===== config.mk =====
export PLATFORM = sky130hd
export DESIGN_NAME = hazard_fwd_ctrl
export DESIGN_NICKNAME = d
export VERILOG_FILES = /design/src/rtl/core_pkg.sv /design/src/rtl/fwd_sel.sv /design/src/rtl/hazard_fwd_ctrl.sv
export SDC_FILE = /design/constraint.sdc
export NUM_CORES = 1
export LEC_CHECK = 0
export ABC_AREA = 1
export BUFFER_PORTS_ARGS = -buffer_cell sky130_fd_sc_hd__buf_2
export CORE_MARGIN = 4
export CORE_UTILIZATION = 50
export CTS_BUF_LIST = sky130_fd_sc_hd__clkbuf_4
export CTS_CLUSTER_SIZE = 10
export DETAILED_ROUTE_END_ITERATION = 10
export HOLD_SLACK_MARGIN = 0.05
export PLACE_DENSITY = 0.82
export SLEW_MARGIN = 20
export SYNTH_ARGS = -nofsm -noshare
export SYNTH_HDL_FRONTEND = slang
export SYNTH_HIERARCHICAL = 1
export SYNTH_SLANG_ARGS = --single-unit

===== constraint.sdc =====
create_clock -name clk -period 2.09 [get_ports clk]
set_input_delay 0.418 -clock clk [delete_from_list [all_inputs] [get_ports clk]]
set_output_delay 0.418 -clock clk [all_outputs]
set_load 0.05 [all_outputs]

===== src/rtl/core_pkg.sv =====
// Shared definitions for the RV32I core pipeline control blocks.
//   - opcode constants for the instruction classes the decoder recognises
//   - forwarding select encoding for the EX-stage operand muxes
//   - stage_meta: destination-register metadata carried by a pipeline stage
//   - writes_reg(): "does this stage write register r" qualification
package core_pkg;

    localparam int RA_W_PKG = 5;

    localparam logic [6:0] OP_R     = 7'b0110011;
    localparam logic [6:0] OP_I     = 7'b0010011;
    localparam logic [6:0] OP_LOAD  = 7'b0000011;
    localparam logic [6:0] OP_STORE = 7'b0100011;

    localparam logic [1:0] FWD_RF  = 2'b00;
    localparam logic [1:0] FWD_WB  = 2'b01;
    localparam logic [1:0] FWD_MEM = 2'b10;

    typedef struct packed {
        logic                valid;
        logic [RA_W_PKG-1:0] rd;
        logic                reg_write;
        logic                mem_read;
    } stage_meta;

    // x0 is hardwired to zero, so a stage targeting it is never a writer.
    function automatic logic writes_reg(input stage_meta m, input logic [RA_W_PKG-1:0] r);
        return m.valid & m.reg_write & (m.rd != '0) & (m.rd == r);
    endfunction

endpackage


===== src/rtl/fwd_sel.sv =====
// Operand forwarding priority selector for one EX-stage ALU operand.
// Evaluated for the instruction about to enter EX, so "mem_meta" is the
// stage that will sit in MEM next cycle and "wb_meta" the one that will be
// in WB.
//   src      in  source register read by the instruction
//   uses     in  the instruction actually reads src
//   mem_meta in  metadata of the stage that will be in MEM
//   wb_meta  in  metadata of the stage that will be in WB
//   sel      out FWD_RF / FWD_WB / FWD_MEM
module fwd_sel
    import core_pkg::*;
(
    input  logic [RA_W_PKG-1:0] src,
    input  logic                uses,
    input  stage_meta           mem_meta,
    input  stage_meta           wb_meta,
    output logic [1:0]          sel
);

    // MEM is checked first: the youngest writer holds the newest value.
    always_comb begin
        sel = FWD_RF;
        if (uses) begin
            if (writes_reg(mem_meta, src)) begin
                sel = FWD_MEM;
            end else if (writes_reg(wb_meta, src)) begin
                sel = FWD_WB;
            end
        end
    end

endmodule


===== src/rtl/hazard_fwd_ctrl.sv =====
// Pipeline hazard controller for the 5-stage RV32I core. Keeps a shadow
// copy of EX/MEM/WB destination metadata, raises a one-cycle load-use
// stall, squashes the ID instruction on a taken branch and produces
// registered forwarding selects for the EX operands.
//   clk, rst_n            clock, async active-low reset
//   id_*                  decoded fields of the instruction in ID
//   ex_flush              taken branch/jump resolved in EX
//   stall                 hold PC and IF/ID, bubble into EX (combinational)
//   fwd_a, fwd_b          registered EX operand source selects
//   ex_valid              EX holds a live instruction
//   stall_cnt             saturating count of stall cycles
module hazard_fwd_ctrl
    import core_pkg::*;
#(
    parameter int RA_W  = 5,
    parameter int CNT_W = 16
) (
    input  logic             clk,
    input  logic             rst_n,
    input  logic             id_valid,
    input  logic [RA_W-1:0]  id_rs1,
    input  logic [RA_W-1:0]  id_rs2,
    input  logic             id_uses_rs1,
    input  logic             id_uses_rs2,
    input  logic [RA_W-1:0]  id_rd,
    input  logic             id_reg_write,
    input  logic             id_mem_read,
    input  logic             ex_flush,
    output logic             stall,
    output logic [1:0]       fwd_a,
    output logic [1:0]       fwd_b,
    output logic             ex_valid,
    output logic [CNT_W-1:0] stall_cnt
);

    // The stage metadata struct is sized by the package.
    if (RA_W != RA_W_PKG) begin : g_bad_ra_w
        $error("hazard_fwd_ctrl: RA_W must equal core_pkg::RA_W_PKG");
    end

    stage_meta       ex_q, mem_q, wb_q;
    logic [RA_W-1:0] ex_rs1_q, ex_rs2_q;

    logic            ex_valid_next;
    stage_meta       ex_next;
    logic [1:0]      sel_a, sel_b;
    logic            load_hit;

    // Load in EX whose result the ID instruction needs next cycle: the
    // data only exists after MEM, so ID must wait one cycle.
    always_comb begin
        load_hit = ex_q.valid & ex_q.mem_read & (ex_q.rd != '0) &
                   ((id_uses_rs1 & (ex_q.rd == id_rs1)) |
                    (id_uses_rs2 & (ex_q.rd == id_rs2)));
        stall    = id_valid & ~ex_flush & load_hit;
    end

    always_comb begin
        ex_valid_next     = id_valid & ~stall & ~ex_flush;
        ex_next           = '0;
        ex_next.valid     = ex_valid_next;
        ex_next.rd        = id_rd;
        ex_next.reg_write = id_reg_write;
        ex_next.mem_read  = id_mem_read;
    end

    // Current EX moves to MEM and current MEM moves to WB on the same edge
    // the ID instruction enters EX.
    fwd_sel u_fwd_sel_a (
        .src      (id_rs1),
        .uses     (id_uses_rs1),
        .mem_meta (ex_q),
        .wb_meta  (mem_q),
        .sel      (sel_a)
    );

    fwd_sel u_fwd_sel_b (
        .src      (id_rs2),
        .uses     (id_uses_rs2),
        .mem_meta (ex_q),
        .wb_meta  (mem_q),
        .sel      (sel_b)
    );

    always_ff @(posedge clk or negedge rst_n) begin
        if (!rst_n) begin
            ex_q      <= '0;
            mem_q     <= '0;
            wb_q      <= '0;
            ex_rs1_q  <= '0;
            ex_rs2_q  <= '0;
            fwd_a     <= FWD_RF;
            fwd_b     <= FWD_RF;
            stall_cnt <= '0;
        end else begin
            wb_q     <= mem_q;
            mem_q    <= ex_q;
            ex_q     <= ex_next;
            ex_rs1_q <= id_rs1;
            ex_rs2_q <= id_rs2;
            // A bubble carries no operands, so its selects are parked at RF.
            fwd_a    <= ex_valid_next ? sel_a : FWD_RF;
            fwd_b    <= ex_valid_next ? sel_b : FWD_RF;
            if (stall && (stall_cnt != {CNT_W{1'b1}})) begin
                stall_cnt <= stall_cnt + CNT_W'(1);
            end
        end
    end

    assign ex_valid = ex_q.valid;

    // Invariants tying the registered selects back to the shadow stages:
    // a MEM forward is always an ALU result (never a load), and any
    // selected source really does write the register EX is reading.
    a_fwd_a_mem: assert property (@(posedge clk) disable iff (!rst_n)
        (fwd_a == FWD_MEM) |-> (writes_reg(mem_q, ex_rs1_q) && !mem_q.mem_read));
    a_fwd_b_mem: assert property (@(posedge clk) disable iff (!rst_n)
        (fwd_b == FWD_MEM) |-> (writes_reg(mem_q, ex_rs2_q) && !mem_q.mem_read));
    a_fwd_a_wb: assert property (@(posedge clk) disable iff (!rst_n)
        (fwd_a == FWD_WB) |-> writes_reg(wb_q, ex_rs1_q));
    a_fwd_b_wb: assert property (@(posedge clk) disable iff (!rst_n)
        (fwd_b == FWD_WB) |-> writes_reg(wb_q, ex_rs2_q));
    a_load_writes: assert property (@(posedge clk) disable iff (!rst_n)
        (wb_q.valid && wb_q.mem_read) |-> wb_q.reg_write);

endmodule


======== Word level (Yosys, flattened, before mapping) ========
Index checks and enable logic that the tools add are counted.
operators by class
  add/sub/neg operators ................... 1
  eq/ne operators ......................... 5
  mux-type cells .......................... 8
  bitwise logic cells ..................... 20
  reductions and logical operators ........ 3
operators by type and width
  cell                   number
  $eq 5x5->1             4
  $and 1x1->1            17
  $add 16x1->16 const B  1
  $ne 16x16->1 const B   1
  $mux 2                 6
  $reduce_bool 5->1      2
  $mux 1                 2
  $not 1->1              2
  $logic_and 1x1->1      1
  $or 1x1->1             1
word-level totals
  bits in registers ....................... 35
  bits of input ports ..................... 23
  output and inout port bits .............. 22

======== Depth between registers and ports, before layout ========
Gate-level depths: netlist of the first run.
  depth in word-level cells ............... 9
  mapped depth ............................ 11
  depth with buffers taken out ............ 10

======== Cells and area by module ========
Netlist of the first run, hierarchy kept.
by module, submodules not included
  module           instances  cells an instance  area each (um^2)
  hazard_fwd_ctrl  1          224                1741.7
  fwd_sel          2          57                 236.5

======== Worst setup path before layout of the first run ========
Ideal clock, no wire load.
  path type ............................... reg-to-reg
  start ................................... register stall_cnt[0]
  end ..................................... register stall_cnt[13]
  setup time .............................. 118 ps
  data arrival time ....................... 1733 ps
  required time ........................... 1972 ps
  path slack .............................. 239 ps
  stages on the path, launching flop included .. 11
  buffers on the path ..................... 1
  clock period less this slack ............ 1851 ps
  path through ............................ dfrtp_1 > ha_1 > nand3_1 > inv_1 > nand2_1 > inv_1 > nand2_1 > nand4_2 > buf_4 > nand2_1 > nand2_1
between the ends
  longest elaborated chain between the ends .. 2
  elaborated cells on any way between the ends .. 3
RTL lines
  element                                                                line                    RTL
  from (decl)                                                            hazard_fwd_ctrl.sv:33   output logic [CNT_W-1:0] stall_cnt
  from (signal assigned)                                                 hazard_fwd_ctrl.sv:105  stall_cnt <= stall_cnt + CNT_W'(1);
  parallel branches: the longest is 2 deep, another holds $add 16x1->16  --
Parallel ways; which one is timed is not known.
A chain may end at the register's enable or synchronous reset.

======== Final worst setup path of the first run ========
  start ................................... register ex_q[6] in the netlist's numbering
  end ..................................... output stall
between the ends
  longest elaborated chain between the ends .. 5
  elaborated cells on any way between the ends .. 9
RTL lines
  element                         line                                          RTL
  from (decl)                     hazard_fwd_ctrl.sv:41                         stage_meta ex_q, mem_q, wb_q;
  from (signal assigned)          hazard_fwd_ctrl.sv:98                         ex_q <= ex_next;
  $eq 5x5->1 (on tied branches)   hazard_fwd_ctrl.sv:53, hazard_fwd_ctrl.sv:54
  $and 1x1->1 (on tied branches)  hazard_fwd_ctrl.sv:53, hazard_fwd_ctrl.sv:54
  $or 1x1->1                      hazard_fwd_ctrl.sv:53                         ((id_uses_rs1 & (ex_q.rd == id_rs1)) |
  $and 1x1->1 *                   hazard_fwd_ctrl.sv:52                         load_hit = ex_q.valid & ex_q.mem_read & (ex_q.rd != '0) &
  $and 1x1->1 *                   hazard_fwd_ctrl.sv:55                         stall = id_valid & ~ex_flush & load_hit;
  to (decl)                       hazard_fwd_ctrl.sv:29                         output logic stall,
Mark *: on every way between the ends. The rest lies on a longest branch, timed or not.

==> results of run 1 <==
[metrics by stage]
step                area [um^2]  hold slack (ns)  setup WS [ns]  utilization (%)
finish                     2597           0.1299        0.05459            63.12
global placement           2461           0.4221         0.2119            59.81
CTS                        2559           0.1578        0.02108            62.18
floorplan                  2190           0.1224         0.2391                -
detailed placement         2461           0.4271         0.1564            59.81
global route               2597           0.1566       -0.05202            63.12
[how the worst max path moves through the flow]
stage	to	from	slack (ns)	cells past startpoint
2_1_floorplan	stall_cnt[13]	stall_cnt[0]	0.24	10
3_3_place_gp	stall	id_rs1[3]	0.21	10
3_5_place_dp	stall	ex_q[3]	0.16	9
4_1_cts	stall	ex_q[6]	0.02	9
5_1_grt	stall	ex_q[6]	-0.05	9
6_report	stall	ex_q[6]	0.05	9
[report_power, final]
group	switching (uW)	total [uW]	internal (uW)
Combinational	115	182	66.9
Clock	229	352	123
Sequential	24.0	718	694
[cell type report]
| cell class | count | share of cell area [%] |
|---|---|---|
| sequential | 35 | 33.91 |
| multi-input combinational | 245 | 42.58 |
| inverter | 55 | 8.044 |
| clock buffer | 5 | 1.445 |
| clock inverter | 3 | 0.5780 |
| tap | 50 | 2.408 |
| timing repair buffer | 51 | 11.03 |
[timing repair]
item,CTS,global route
pin swaps,1,4
setup buffers,4,2
hold buffers,0,0
gates resized for setup,8,10
endpoints found under the setup margin,1,1
endpoints found under the hold margin,0,0
[layer usage]
layer / GRT usage, % / vias up
met5: 0 / -
met4: 6.036 / 0
met3: 4.865 / 6
met2: 30.61 / 83
met1: 29.05 / 968
li1: - / 1103
[critical path, delay by kind of cell (launching register included)]
kind,cells,cell delay [ns]
buffers and inverters,3,0.37
flip-flops,1,0.44
AND/OR/NAND/NOR,6,0.47
[flip-flops by register name, indices dropped and copies added, names as in the netlist]
| register | count |
|---|---|
| stall_cnt | 16 |
| ex_q | 7 |
| mem_q | 7 |
| fwd_a | 2 |
| fwd_b | 2 |
| ex_valid | 1 |
==> results.sh, run 1 <==
export IMPL_status="finished clean"
export IMPL_grt_usage_pct=20.29
export IMPL_cts_tree="done"
export IMPL_hold_viol=0
export IMPL_drv_cap=0
export IMPL_crit_type="flop to primary output"
export IMPL_grt_max_degree=36
export IMPL_die_w_um=74.18
export IMPL_critPathMaxStageDelay_ns=0.44
export IMPL_critPathLaunchType="flop"
export IMPL_instances_no_fill=444
export IMPL_num_io_pins=45
export IMPL_wl_per_cell_um=11.61
export IMPL_avgSynthCellArea_um2=6.497
export IMPL_clock_sinks=35
export IMPL_antenna_found_initial=0
export IMPL_fin_crit_ns=2.035
export IMPL_gp_congestion=0.9751
export IMPL_p_leak_uw=0.001557
export IMPL_htreeDepth=2
export IMPL_insertion_delay_ns=0.34
export IMPL_vdd_drop_max_uv=306.2
export IMPL_die_area_mm2=0.005502
export IMPL_r2r_end="stall_cnt[10]"
export IMPL_multiInputGateArea_mm2=0.001106
export IMPL_cp_cell_sequence="buf_6 > nand2_2 > nand2_2 > nor2_2 > nand3_1 > nand2_2 > nand3_4 > inv_4 > buf_8"
export IMPL_layout_drive_gt1_share_pct=20.05
export IMPL_slew_headroom_pct=49.02
export IMPL_nNetsFinal=417
export IMPL_max_freq_mhz=491.3
export IMPL_r2r_start="stall_cnt[0]"
export IMPL_wl_met1_um=2278
export IMPL_total_power_uw=1252
export IMPL_tightest_slew_ns=0.7647
export IMPL_overflow=0
export IMPL_nFillCells=386
export IMPL_worst_ep_arrival_time_ns=1.62
export IMPL_powerDensity_mw_per_mm2=482.2
export IMPL_synth_cells=337
export IMPL_numCtsBuffers=5
export IMPL_final_cell_mix="nand2_1 (142), nor2_1 (51), inv_1 (49)"
export IMPL_vias_per_cell=4.865
export IMPL_diodes=0
export IMPL_setup_violations=0
export IMPL_rr_worst_depth=9
export IMPL_drtPass1Iterations=5
export IMPL_clkTransAtPathRegs_ns=0.12
export IMPL_clock_skew_final_ns=0.01896
export IMPL_final_common_cell="nand2_1"
export IMPL_place_inst=430
export IMPL_critPathMaxFanout=4
export IMPL_drt_iter0_markers=212
export IMPL_cp_slowest_cell="dfrtp_1"
export IMPL_ys_warn_count=6
export IMPL_cts_buffer_depth=2
export IMPL_route_vias_total=2160
export IMPL_routed_wl_um=5154
export IMPL_initial_utilization_pct=53.21
export IMPL_wl_met3_um=483
export IMPL_grt_pass1_wl_um=8418
export IMPL_syn_to_final_growth_pct=18.63
export IMPL_drc=0
export IMPL_highest_signal_layer="met4"
export IMPL_hold_path_class="input pin to async pin"
export IMPL_r2r_slack_ns=0.22
export IMPL_die_y_um=74.18
export IMPL_netlist_area_mm2=0.002190
export IMPL_critPathCaptureType="primary output"
export IMPL_cp_common_cell="nand2_2"
export IMPL_slew_violations=0
export IMPL_ant_nets=0
export IMPL_register_area_um2=880.8
export IMPL_wl_met2_um=2335
export IMPL_critPathRequiredTime_ns=1.67
export IMPL_io_buffer_count=44
export IMPL_synth_nets=361
export IMPL_fin_tns_setup_ns=0
export IMPL_rsz0062_at_grt="yes"
export IMPL_std_cell_rows=23
export IMPL_grt_pass1_vias=1901
export IMPL_dp_hpwl_um=3785
export IMPL_clockRootBuffer="clkbuf_4"
export IMPL_final_period_utilization_pct=97.39
export IMPL_core_mm2=0.004115
(Power assumes the default switching activity.)
==> run 2, diff against run 1 <==
SETUP_SLACK_MARGIN = 0.4   (was not set)
==> results.sh, run 2 (synthesis results as in run 1) <==
export IMPL_r2r_slack_ns=0.45
export IMPL_clock_power_share_pct=34.9
export IMPL_worst_ep_arrival_time_ns=1.59
export IMPL_grt_pass1_vias=1988
export IMPL_status="finished clean"
export IMPL_clkTransAtPathRegs_ns=0.12
export IMPL_route_vias_total=2246
export IMPL_dp_hpwl_um=3873
export IMPL_vias_per_cell=4.969
export IMPL_reg_top3="stall_cnt: 16 flops, ex_q: 7 flops, mem_q: 7 flops"
export IMPL_core_mm2=0.004115
export IMPL_final_period_utilization_pct=95.98
export IMPL_fin_tns_setup_ns=0
export IMPL_powerDensity_mw_per_mm2=511.8
export IMPL_drtPass1Iterations=4
export IMPL_drc=0
export IMPL_worst_path_buf_inv=3
export IMPL_fin_crit_ns=2.006
export IMPL_htreeDepth=2
export IMPL_grt_usage_pct=21.52
export IMPL_top_register="stall_cnt"
export IMPL_slew_violations=0
export IMPL_vdd_drop_max_uv=361.6
export IMPL_switchingPower_uw=387.7
export IMPL_wl_per_cell_um=12.31
export IMPL_setup_violations=0
export IMPL_nNetsFinal=425
export IMPL_clock_skew_final_ns=0.01904
export IMPL_layout_drive_gt1_share_pct=24.63
export IMPL_seqPwrFrac_pct=51.4
export IMPL_critPathMaxStageDelay_ns=0.48
export IMPL_std_cell_rows=23
export IMPL_overflow=0
export IMPL_critPathMaxFanout=8
export IMPL_p_leak_uw=0.001575
export IMPL_initial_utilization_pct=53.21
export IMPL_crit_type="flop to primary output"
export IMPL_routed_wl_um=5563
export IMPL_largest_reg_flops=16
export IMPL_critPathRequiredTime_ns=1.67
export IMPL_total_power_uw=1401
export IMPL_ant_nets=0
export IMPL_cts_buffer_depth=2
export IMPL_numCtsBuffers=5
export IMPL_rsz0062_at_grt="yes"
export IMPL_multiInputGateArea_mm2=0.001149
export IMPL_clockRootBuffer="clkbuf_4"
export IMPL_p_sw_share_pct=27.67
export IMPL_crit_family="flip-flops"
export IMPL_insertion_delay_ns=0.34
export IMPL_final_common_cell="nand2_1"
export IMPL_diodes=0
export IMPL_die_y_um=74.18
export IMPL_slew_headroom_pct=47.85
export IMPL_die_area_mm2=0.005502
export IMPL_die_w_um=74.18
export IMPL_clock_sinks=35
export IMPL_syn_to_final_growth_pct=25.03
export IMPL_r2r_end="stall_cnt[6]"
export IMPL_max_freq_mhz=498.5
export IMPL_cp_cell_sequence="nor2_1 > nand4_1 > nand3_1 > inv_2 > nand3_4 > clkinvlp_4 > buf_8"
export IMPL_hold_path_class="input pin to async pin"
export IMPL_drv_cap=0
export IMPL_critPathCaptureType="primary output"
export IMPL_hold_viol=0
export IMPL_register_area_um2=892.1
export IMPL_nFillCells=361
export IMPL_antenna_found_initial=0
export IMPL_drt_iter0_markers=181
export IMPL_r2r_start="stall_cnt[0]"
export IMPL_cp_slowest_cell="dfrtp_2"
export IMPL_num_io_pins=45
export IMPL_tightest_slew_ns=0.7823
export IMPL_io_buffer_count=44
export IMPL_combPwrFrac_pct=13.7
export IMPL_grt_max_degree=36
export IMPL_grt_pass1_wl_um=8942
export IMPL_gp_congestion=0.9380
export IMPL_critPathLaunchType="flop"
export IMPL_cts_tree="done"
export IMPL_final_cell_mix="nand2_1 (142), nor2_1 (53), inv_1 (47)"
export IMPL_rr_worst_depth=11
export IMPL_internal_power_uw=1013
## run 2: cell count changes in the layout (fill, tap and decap cells not counted), sizes merged
cell and delta:
buf +7, bufinv +1, inv -1, nand4 +1
## run 2: timing repair
action	CTS	global route
gates resized for setup	13	4
setup buffers	11	2
cloned	1	0
pin swaps	5	5
hold buffers	0	0
endpoints found under the setup margin	16	16
## run 2: final cells by class
type	count	share of cell area, %
Clock buffer	5	1.371
Clock inverter	3	1.417
Inverter	55	7.678
Multi-Input combinational cell	246	41.96
Sequential cell	35	32.59
Tap cell	50	2.285
Timing Repair Buffer	58	12.71
## run 2: worst reg2reg max path, stage by stage, from the launching register on
cell,delay (ns)
dfrtp_2,0.43
ha_4,0.15
nand3_2,0.11
inv_1,0.13
nand2_2,0.09
inv_1,0.08
nand2_2,0.10
inv_1,0.13
nor2_4,0.05
buf_12,0.14
nand2_1,0.06
nand2_1,0.06
## run 2: per-stage QoR
| step | util [%] | setup slack [ns] | area, um^2 | hold slack (ns) | cells |
|---|---|---|---|---|---|
| floorplan | - | 0.4062 | 2230 | 0.1224 | 337 |
| global placement | 60.69 | 0.1736 | 2497 | 0.3955 | 430 |
| detailed placement | 60.69 | 0.1588 | 2497 | 0.4015 | 430 |
| CTS | 65.76 | 0.07595 | 2706 | 0.1646 | 450 |
| global route | 66.52 | -0.05931 | 2738 | 0.1515 | 452 |
| finish | 66.52 | 0.08404 | 2738 | 0.1369 | 452 |
## run 2: how the worst max path moves through the flow
| stage | startpoint | to | cells after the start |
|---|---|---|---|
| after floorplan | stall_cnt[0] | stall_cnt[7] | 11 |
| after global placement | ex_q[2] | stall | 9 |
| after detailed placement | id_rs1[3] | stall | 10 |
| after CTS | ex_q[2] | stall | 8 |
| after global routing | ex_q[2] | stall | 9 |
| final | ex_q[2] | stall | 7 |
## run 2: power groups by stage
| stage | clock [uW] | combinational [uW] | sequential, uW |
|---|---|---|---|
| after CTS | 501 | 188 | 719 |
| after global routing | 530 | 218 | 723 |
| final | 489 | 192 | 720 |
| after floorplan | 0 | 89.8 | 737 |
| after global placement | 0 | 162 | 734 |
| after detailed placement | 0 | 167 | 734 |
## run 2: layer usage
metal / vias to the layer above / share of wire (%) / GRT usage [%]
met5: - / 0 / 0
met4: 0 / 0.56 / 4.829
met3: 4 / 7.7 / 4.324
met2: 84 / 47 / 34.06
met1: 1022 / 44 / 30.53
li1: 1136 / - / -
